===== config.mk =====
export PLATFORM = sky130hd
export DESIGN_NAME = mem_port_arbiter
export DESIGN_NICKNAME = d
export VERILOG_FILES = /design/src/rtl/mem_port_arbiter.sv
export SDC_FILE = /design/constraint.sdc
export NUM_CORES = 1
export LEC_CHECK = 0
export ABC_CLOCK_PERIOD_IN_PS = 3300
export BUFFER_PORTS_ARGS = -buffer_cell sky130_fd_sc_hd__buf_2
export CAP_MARGIN = 15
export CORE_AREA = 2 2 192 194
export DETAILED_ROUTE_END_ITERATION = 10
export DIE_AREA = 0 0 194 196
export PLACE_DENSITY = 0.57
export SYNTH_ARGS = -nofsm -noshare
export SYNTH_HDL_FRONTEND = slang
export SYNTH_SLANG_ARGS = --single-unit

===== constraint.sdc =====
create_clock -name clk_i -period 3.3 [get_ports clk_i]
set_clock_uncertainty 0.1 [all_clocks]
set_input_delay 0.165 -clock clk_i [delete_from_list [all_inputs] [get_ports clk_i]]
set_output_delay 0.165 -clock clk_i [all_outputs]
set_load 0.02 [all_outputs]

===== src/rtl/mem_port_arbiter.sv =====
// mem_port_arbiter: shares one single-port memory between instruction fetch (IF)
// and load/store (D). One access is in flight at a time. Data requests win by
// fixed priority unless D has been granted MAX_DSTREAK times in a row while IF
// waited. A watchdog aborts accesses that are never acknowledged.
//
// Ports
//   clk_i, rst_i                      clock, synchronous active-low reset
//   if_req_i/if_addr_i                fetch request (held until if_gnt_o)
//   if_gnt_o                          fetch accepted this cycle (combinational)
//   if_rvalid_o/if_rdata_o            fetch response pulse and instruction
//   d_req_i/d_we_i/d_addr_i/
//   d_wdata_i/d_wid_i                 load/store request (held until d_gnt_o)
//   d_gnt_o                           data accepted this cycle (combinational)
//   d_rvalid_o/d_rdata_o              completion pulse; load data (0 on stores)
//   mem_req_o/we/addr/wdata/wid       memory request, held stable until ack
//   mem_ack_i/mem_rdata_i             memory completion and read data
//   timeout_o                         pulse: access aborted by the watchdog
module mem_port_arbiter #(
  parameter int unsigned ADDR_W      = 64,
  parameter int unsigned DATA_W      = 64,
  parameter int unsigned INST_W      = 32,
  parameter int unsigned MAX_DSTREAK = 4,
  parameter int unsigned TIMEOUT     = 255
) (
  input  logic              clk_i,
  input  logic              rst_i,
  input  logic              if_req_i,
  input  logic [ADDR_W-1:0] if_addr_i,
  output logic              if_gnt_o,
  output logic              if_rvalid_o,
  output logic [INST_W-1:0] if_rdata_o,
  input  logic              d_req_i,
  input  logic              d_we_i,
  input  logic [ADDR_W-1:0] d_addr_i,
  input  logic [DATA_W-1:0] d_wdata_i,
  input  logic [2:0]        d_wid_i,
  output logic              d_gnt_o,
  output logic              d_rvalid_o,
  output logic [DATA_W-1:0] d_rdata_o,
  output logic              mem_req_o,
  output logic              mem_we_o,
  output logic [ADDR_W-1:0] mem_addr_o,
  output logic [DATA_W-1:0] mem_wdata_o,
  output logic [2:0]        mem_wid_o,
  input  logic              mem_ack_i,
  input  logic [DATA_W-1:0] mem_rdata_i,
  output logic              timeout_o
);

  localparam int unsigned SkW = (MAX_DSTREAK > 0) ? $clog2(MAX_DSTREAK + 1) : 1;
  localparam int unsigned WdW = $clog2(TIMEOUT + 1);

  typedef enum logic [0:0] {StIdle, StBusy} state_e;

  state_e         state_q;
  logic           owner_d_q;  // 1: access in flight belongs to D, 0: to IF
  logic [SkW-1:0] streak_q;
  logic [WdW-1:0] wdog_q;
  logic           if_win;
  logic           idle_en;

  // Grants are only offered from IDLE and never while reset is asserted.
  always_comb begin
    idle_en  = rst_i && (state_q == StIdle);
    if_win   = if_req_i && (!d_req_i || (streak_q == SkW'(MAX_DSTREAK)));
    if_gnt_o = idle_en && if_win;
    d_gnt_o  = idle_en && d_req_i && !if_win;
  end

  always_ff @(posedge clk_i) begin
    if (!rst_i) begin
      state_q     <= StIdle;
      owner_d_q   <= 1'b0;
      streak_q    <= '0;
      wdog_q      <= '0;
      if_rvalid_o <= 1'b0;
      if_rdata_o  <= '0;
      d_rvalid_o  <= 1'b0;
      d_rdata_o   <= '0;
      mem_req_o   <= 1'b0;
      mem_we_o    <= 1'b0;
      mem_addr_o  <= '0;
      mem_wdata_o <= '0;
      mem_wid_o   <= 3'b000;
      timeout_o   <= 1'b0;
    end else begin
      if_rvalid_o <= 1'b0;
      d_rvalid_o  <= 1'b0;
      timeout_o   <= 1'b0;

      // Streak only grows while IF is actually being held off.
      if (!if_req_i || if_gnt_o) begin
        streak_q <= '0;
      end else if (d_gnt_o && (streak_q != SkW'(MAX_DSTREAK))) begin
        streak_q <= streak_q + 1'b1;
      end

      unique case (state_q)
        StIdle: begin
          if (if_gnt_o || d_gnt_o) begin
            state_q   <= StBusy;
            mem_req_o <= 1'b1;
            wdog_q    <= '0;
            owner_d_q <= d_gnt_o;
            if (d_gnt_o) begin
              mem_we_o    <= d_we_i;
              mem_addr_o  <= d_addr_i;
              mem_wdata_o <= d_wdata_i;
              mem_wid_o   <= d_wid_i;
            end else begin
              mem_we_o    <= 1'b0;
              mem_addr_o  <= if_addr_i;
              mem_wdata_o <= '0;
              mem_wid_o   <= 3'b010;
            end
          end
        end
        StBusy: begin
          // An ack in the final watchdog cycle still counts as completion.
          if (mem_ack_i) begin
            state_q   <= StIdle;
            mem_req_o <= 1'b0;
            if (owner_d_q) begin
              d_rvalid_o <= 1'b1;
              d_rdata_o  <= mem_we_o ? '0 : mem_rdata_i;
            end else begin
              if_rvalid_o <= 1'b1;
              if_rdata_o  <= mem_rdata_i[INST_W-1:0];
            end
          end else if (wdog_q == WdW'(TIMEOUT - 1)) begin
            state_q   <= StIdle;
            mem_req_o <= 1'b0;
            timeout_o <= 1'b1;
          end else begin
            wdog_q <= wdog_q + 1'b1;
          end
        end
        default: state_q <= StIdle;
      endcase
    end
  end

endmodule


==> results of run 1 <==
[power groups by stage]
stage                     registers [mW]  clock network, mW  logic (mW)
after floorplan                     3.37                  0       0.324
after global placement              3.22                  0       0.873
after detailed placement            3.22                  0       0.880
after CTS                           3.16               3.10        1.16
after global routing                3.18               3.21        1.27
final                               3.17               3.00        1.18
[logic make-up after synthesis]
group	count (synthesis)	synth area share
compound gates	320	0.244
simple gates	310	0.144
flops	245	0.562
buf+inv	92	0.0450
fa+ha+maj	4	0.00573
[cell usage after synthesis, drive strengths merged, types with 2 or more instances]
cell type	instances	area, sq um
dfxtp	245	4900
nand2	200	751
nor2	77	289
o21ai	70	350
a31oi	68	425
a22oi	67	503
a22o	62	543
clkbuf	44	165
a21oi	41	205
buf	40	198
nand3	11	65.1
inv	8	30.0
nor3	5	30.0
ha	4	50.1
o21a	4	30.0
nor3b	3	22.5
and3	2	12.5
nand4b	2	17.5
nor4	2	12.5
o211ai	2	15.0
o21bai	2	18.8
or4	2	15.0
[sequential cells by signal, summed over array words and instances, names as in the netlist, 3 cells and up]
| register | flops |
|---|---|
| mem_wid_o | 3 |
| d_rdata_o | 64 |
| if_rdata_o | 32 |
| streak_q | 3 |
| wdog_q | 8 |
| mem_addr_o | 64 |
| mem_wdata_o | 64 |
[final timing paths]
kind	endpoint	depth (start not counted)
worst min register to register	if_rdata_o[7]	2
worst max-delay path	mem_addr_o[39]	6
worst max register to register	mem_addr_o[39]	6
worst min-delay path	d_rdata_o[47]	3
[critical path, stage by stage (launching register included)]
cell           delay, ns
dfxtp_1             0.49
nor2b_2             0.33
o21a_4              0.56
buf_12              0.34
o21ai_0             0.14
a31oi_1             0.20
dlygate4sd3_1       0.57
[metal layers]
| layer | vias up | wire (um) | part of all wire |
|---|---|---|---|
| met5 | - | 0 | 0 |
| met4 | 0 | 1190 | 0.035 |
| met3 | 86 | 2380 | 0.070 |
| met2 | 443 | 16800 | 0.49 |
| met1 | 4716 | 13800 | 0.40 |
| li1 | 4872 | - | - |
[area by class of cell]
class                      instances  area (sq um)
fill                            3488         20900
timing repair buffer             774          5290
sequential                       245          4900
multi-input combinational        634          3460
clock buffer                      44           862
tap                              468           586
inverter                           8          33.8
clock inverter                     6          32.5
[per-stage QoR]
stage          cells   util  total power [mW]  worst slack (ns)  hold WS (ns)
2_1_floorplan    971      -              3.70              1.67         0.191
3_3_place_gp    1865  0.322              4.10             0.985         0.277
3_5_place_dp    1865  0.322              4.10             0.969         0.278
4_1_cts         2179  0.420              7.42             0.443         0.233
5_1_grt         2179  0.420              7.67             0.219         0.257
6_report        2179  0.420              7.35             0.470         0.265
[what timing repair did]
item | in CTS | in global routing
hold buffers | 264 | 0
setup endpoints to repair | 0 | 0
endpoints found under the hold margin | 238 | 0
==> flow_metrics.tcl, run 1 <==
set metrics [dict create \
    vias 10117 \
    placed_area_sq_um 11600 \
    layout_commonest_cell "buf_2" \
    h-tree-depth 1 \
    synth_area_sq_um 8730 \
    grt_pass1_wl_um 52900 \
    crit_fanout 76 \
    drt_wl_total_um 34100 \
    vdd_drop_max_mv 0.572 \
    hold_viol_final 0 \
    postCtsSetupRepairBufs 0 \
    synth_edf_count 0 \
    cts_root_buffer "clkbuf_16" \
    crit_path_start_kind "flop" \
    first_pass_iters 5 \
    post-route-min-period_ns 2.83 \
    timing.fmax_ghz 0.353 \
    gr-total-overflow 0 \
    setup_viol 0 \
    r2r_start "state_q" \
    synth_cell_types 38 \
    synth.avg_cell_area_sq_um 8.99 \
    slew_violations 0 \
    gp_congestion 0.793 \
    pwr-share-seq 0.431 \
    routedWlPerCell_um 15.7 \
    cellInternalPower_mw 5.43 \
    cts-buffers-inserted 28 \
    async_flop_share 0 \
    antenna_found_initial 0 \
    grt_setup_unrepaired "false" \
    clkPwrFrac 0.409 \
    crit_required_ns 3.68 \
    synth_ff_type "dfxtp_1" \
    leakagePower_nw 7.14 \
    ys_ff_latch 245 \
    tightest_slew_ns 1.04 \
    path_class "reg2reg" \
    drive_above_1_share 0.330 \
    mostFrequentLayoutCells "498 x buf_2, 264 x dlygate4sd3_1, 245 x dfxtp_1, 200 x nand2_1, 76 x nor2_1" \
    grt_pass1_vias 10099 \
    crit_path_end_kind "flop" \
    stdcell_area_sq_um 15200 \
    drc 0 \
    r2r_slack_ns 0.47 \
    ios 499 \
    startpoint "state_q" \
    period_share 0.857 \
    seq_area_frac_synth 0.562 \
    use_met3 0.0339 \
    die-width_um 194 \
    tritoncts "done" \
    fin_nets 1960 \
    max-slew-margin-rel 0.304 \
    dieArea_sq_um 38000 \
    min_path_type "in2reg" \
    portBuffers 498 \
    cts_resized 0 \
    clk_latency_ns 0.54 \
    dp_hpwl_um 21200 \
    switching_power_mw 1.92 \
    drt_iter0_drc 462 \
    pwr-share-comb 0.160 \
    antenna_left 0 \
    initial_core_util 0.242 \
    area_growth_pct 73.7 \
    die-height_um 196 \
    arrival_ns 3.21 \
    clkTransAtPathRegs_ns 0.06 \
    tns_ns 0 \
    rows 70 \
    yosys_warnings 0 \
    synth_nets 1240 \
    status "completed" \
    cap_violations 0 \
    grtUsageTotal 0.168 \
    cts_sinks 245 \
    worstHoldStart "mem_rdata_i[47]" \
    fp.coreArea_sq_um 36100 \
    switching_share 0.261 \
    clk_path_buf_depth 3 \
    postSynthCellCount 971 \
    met2_usage 0.293 \
    grtUsageMet1 0.201 \
    grt_max_degree 110 \
    viasPerCell 4.64 \
    num_antenna_cells 0 \
    grt.busiest_layer "met2" \
    powerDensity_nw_per_um2 484 \
]
No activity file was read; power rests on OpenSTA's default activity.
==> inputs of run 2 (changes only) <==
GPL_TIMING_DRIVEN = 0   (was not set)
==> flow_metrics.tcl, run 2 (synthesis results as in run 1) <==
set metrics [dict create \
    leakagePower_nw 7.30 \
    antenna_left 0 \
    grt_max_degree 14 \
    switching_share 0.268 \
    clkPwrFrac 0.422 \
    crit_required_ns 3.69 \
    drive_above_1_share 0.331 \
    worstPathCellList "inv_1 > ha_1 > nand3_1 > nand3_2 > inv_2 > buf_2 > buf_2 > nand2_1 > a31oi_1 > dlygate4sd3_1" \
    area_growth_pct 76.2 \
    crit_path_end_kind "flop" \
    grt_setup_unrepaired "false" \
    cp_slowest_stage_delay_ns 0.57 \
    first_pass_iters 5 \
    crit_path_start_kind "flop" \
    pwr-share-seq 0.417 \
    clkTransAtPathRegs_ns 0.06 \
    path_class "reg2reg" \
    cpMaxStageDelayCell "dlygate4sd3_1" \
    tightest_slew_ns 0.948 \
    top_regs "d_rdata_o x64, mem_addr_o x64, mem_wdata_o x64" \
    cts_resized 0 \
    powerDensity_nw_per_um2 493 \
    initial_core_util 0.242 \
    die-width_um 194 \
    grtUsageTotal 0.185 \
    fillers 3495 \
    stdcell_area_sq_um 15400 \
    vdd_drop_max_mv 0.510 \
    drc 0 \
    placed_area_sq_um 11800 \
    switching_power_mw 2.04 \
    slew_violations 0 \
    clk_path_buf_depth 3 \
    num_antenna_cells 0 \
    cellInternalPower_mw 5.55 \
    min_path_type "in2reg" \
    rows 70 \
    die-height_um 196 \
    arrival_ns 3.25 \
    layout_commonest_cell "buf_2" \
    fp.coreArea_sq_um 36100 \
    critPathMostFrequentCell "buf_2" \
    setup_viol 0 \
    portBuffers 498 \
    cap_violations 0 \
    timing.fmax_ghz 0.350 \
    critPathBufInv 5 \
    crit_fanout 10 \
    cts_root_buffer "clkbuf_16" \
    dp_hpwl_um 25700 \
    clk_latency_ns 0.55 \
    gp_congestion 0.869 \
    vias 10510 \
    post-route-min-period_ns 2.86 \
    tns_ns 0 \
    viasPerCell 4.66 \
    antenna_found_initial 0 \
    cts-buffers-inserted 29 \
    cts_sinks 245 \
    drt_iter0_drc 516 \
    grt_pass1_wl_um 57300 \
    drt_wl_total_um 37500 \
    dieArea_sq_um 38000 \
    cpLargestDelayFamily "buffers and inverters" \
    period_share 0.866 \
    fin_nets 2032 \
    grt_pass1_vias 10581 \
    hold_viol_final 0 \
    ios 499 \
    max-slew-margin-rel 0.365 \
    routedWlPerCell_um 16.7 \
    h-tree-depth 1 \
    mostFrequentLayoutCells "536 x buf_2, 263 x dlygate4sd3_1, 245 x dfxtp_1, 200 x nand2_1, 77 x nor2_1" \
    pwr-share-comb 0.161 \
    gr-total-overflow 0 \
    status "completed" \
    tritoncts "done" \
]
==> run 2: layout make-up <==
class                      count  area (sq um)  share of cell area
buffer                        84           363              0.0236
inverter                       8          30.0             0.00195
sequential                   245          4900               0.319
tap                          468           586              0.0381
clock buffer                  41           821              0.0534
multi-input combinational    634          3430               0.223
timing repair buffer         761          5120               0.333
clock inverter                12           123             0.00797
==> run 2: worst min-delay path, stage by stage <==
cell,delay [ns]
buf_2,0.13
inv_2,0.06
nor3_2,0.13
a22o_1,0.21
==> run 2: per-layer routing <==
layer	up-vias	track usage	share of wire
met3	85	0.0413	0.072
li1	5027	-	-
met1	4913	0.228	0.41
met5	-	0	0
met4	0	0.0671	0.039
met2	485	0.318	0.48
==> run 2: what timing repair did <==
action | CTS | global route
setup buffers | 0 | 0
endpoints found under the hold margin | 234 | 0
hold buffers | 263 | 0
setup endpoints to repair | 0 | 0
==> run 2: path summary, 6_finish.rpt <==
check / from / end / slack, ns / cells past startpoint
hold / removal: rst_i / d_rdata_o[28] / 0.08 / 4
setup / recovery: streak_q[0] / mem_addr_o[54] / 0.44 / 10
setup reg to reg: streak_q[0] / mem_addr_o[54] / 0.44 / 10
hold reg to reg: if_rdata_o[0] / if_rdata_o[0] / 0.35 / 2
==> run 2: through the flow <==
| stage | hold slack (ns) | total power [mW] | worst slack (ns) | utilization | cells |
|---|---|---|---|---|---|
| floorplan | 0.191 | 3.70 | 1.67 | - | 971 |
| global placement | 0.277 | 4.14 | 0.819 | 0.327 | 1937 |
| detailed placement | 0.279 | 4.15 | 0.850 | 0.327 | 1937 |
| CTS | 0.0508 | 7.65 | 0.355 | 0.426 | 2253 |
| global route | 0.0826 | 7.88 | 0.193 | 0.426 | 2253 |
| finish | 0.0838 | 7.58 | 0.444 | 0.426 | 2253 |
==> run 2: power groups by stage <==
| stage | logic, mW | registers (mW) | clock network (mW) |
|---|---|---|---|
| 3_5_place_dp | 0.923 | 3.22 | 0 |
| 6_report | 1.22 | 3.16 | 3.20 |
| 5_1_grt | 1.31 | 3.18 | 3.39 |
| 4_1_cts | 1.20 | 3.16 | 3.29 |
| 2_1_floorplan | 0.324 | 3.37 | 0 |
| 3_3_place_gp | 0.919 | 3.22 | 0 |
==> inputs of run 3 (changes only) <==
CELL_PAD_IN_SITES_DETAIL_PLACEMENT = 1   (was not set)
CELL_PAD_IN_SITES_GLOBAL_PLACEMENT = 1   (was not set)
PLACE_DENSITY = 0.73   (was 0.57)
==> flow_metrics.tcl, run 3 (synthesis results as in run 1) <==
set metrics [dict create \
    status "completed" \
    tightest_slew_ns 0.794 \
    startpoint "streak_q[0]" \
    rows 70 \
    routedWlPerCell_um 20.0 \
    r2r_slack_ns 0.44 \
    max-slew-margin-rel 0.471 \
    drc 0 \
    grt_setup_unrepaired "false" \
    die-width_um 194 \
    h-tree-depth 1 \
    cts_hold_buffers 264 \
    drt_wl_total_um 45200 \
    timing.fmax_ghz 0.350 \
    min_path_type "in2reg" \
    grt_max_degree 15 \
    leakagePower_nw 7.36 \
    pre_cts_slack_ns 0.940 \
    holdPathEnd "d_rdata_o[28]" \
    gr-total-overflow 0 \
    worstHoldStart "rst_i" \
    layout_setup_ws_ns 0.442 \
    fp.coreArea_sq_um 36100 \
    clk_latency_ns 0.56 \
    worstReg2RegEnd "mem_addr_o[46]" \
    cts-buffers-inserted 29 \
    cap_violations 0 \
    fin_nets 2033 \
    hold_slack_ns 0.0261 \
    dieArea_sq_um 38000 \
    crit_path_end_kind "flop" \
    powerDensity_nw_per_um2 515 \
    slew_violations 0 \
    crit_required_ns 3.70 \
    ios 499 \
    hold_viol_final 0 \
    die-height_um 196 \
    crit_path_start_kind "flop" \
    tritoncts "done" \
    area_growth_pct 77.8 \
    gp_congestion 0.849 \
    path_class "reg2reg" \
    viasPerCell 4.87 \
    post-route-min-period_ns 2.86 \
    top_regs "d_rdata_o x64, mem_addr_o x64, mem_wdata_o x64" \
    post-route-util 0.430 \
    arrival_ns 3.26 \
    reg2reg_depth 10 \
    drt_iter0_drc 427 \
    portBuffers 498 \
    grt_pass1_wl_um 69900 \
    period_share 0.866 \
    tns_ns 0 \
    drive_above_1_share 0.332 \
    grtUsageTotal 0.229 \
    setup_viol 0 \
    cts_sinks 245 \
    cts_resized 0 \
    crit_fanout 10 \
    clk_path_buf_depth 3 \
    dp_hpwl_um 27200 \
    vdd_drop_max_mv 0.431 \
    layout_commonest_cell "buf_2" \
    clkTransAtPathRegs_ns 0.06 \
    antenna_left 0 \
    min_path_cells 4 \
    grt_pass1_vias 12375 \
    r2r_start "streak_q[0]" \
    mostFrequentLayoutCells "536 x buf_2, 264 x dlygate4sd3_1, 245 x dfxtp_1, 200 x nand2_1, 77 x nor2_1" \
    initial_core_util 0.242 \
    postCtsSetupRepairBufs 0 \
    antenna_found_initial 5 \
    vias 11017 \
    first_pass_iters 5 \
    cts_root_buffer "clkbuf_16" \
]
[run 3: cell types whose count changed in the layout (fill, tap and decap cells not counted), sizes merged]
cell and delta:
bufinv +3, clkbuf +1, clkinv -3, clkinvlp -1, diode +6, dlygate4sd3 +1
inv +1
[run 3: metal layers]
metal / track usage / wire [um] / up-vias
met5: 0 / 0 / -
met2: 0.428 / 23400 / 523
met1: 0.246 / 17000 / 5336
met4: 0.0915 / 1680 / 0
met3: 0.0584 / 3080 / 129
li1: - / - / 5029
[run 3: power by group]
part	switching [mW]	internal [mW]
Clock	1.35	2.20
Combinational	0.698	0.572
Sequential	0.0776	3.09
[run 3: worst max-delay path, cell delays in order (launching register included)]
cell	delay, ns
dfxtp_1	0.38
inv_1	0.06
ha_1	0.22
nand3_1	0.11
nand3_2	0.19
inv_2	0.18
buf_2	0.33
buf_2	0.30
nand2_1	0.10
a31oi_1	0.23
dlygate4sd3_1	0.58
[run 3: cell type report]
type	instances	area (sq um)
Fill cell	4288	20600
Timing Repair Buffer	762	5130
Sequential cell	245	4900
Multi-Input combinational cell	634	3430
Clock buffer	42	865
Tap cell	468	586
Buffer	84	363
Clock inverter	12	195
Inverter	8	30.0
Antenna cell	6	15.0
[run 3: worst max-delay path by stage]
stage                           endpoint
after floorplan           mem_addr_o[54]
after global placement    mem_addr_o[63]
after detailed placement   mem_addr_o[3]
after CTS                        d_gnt_o
after global routing      mem_addr_o[63]
final                     mem_addr_o[46]
[run 3: stage by stage]
stage	instances	cell area (sq um)	power [mW]
after detailed placement	1937	11800	4.15
after global placement	1937	11800	4.13
after floorplan	971	8730	3.70
after CTS	2255	15500	7.97
after global routing	2259	15500	8.29
final	2261	15500	7.99
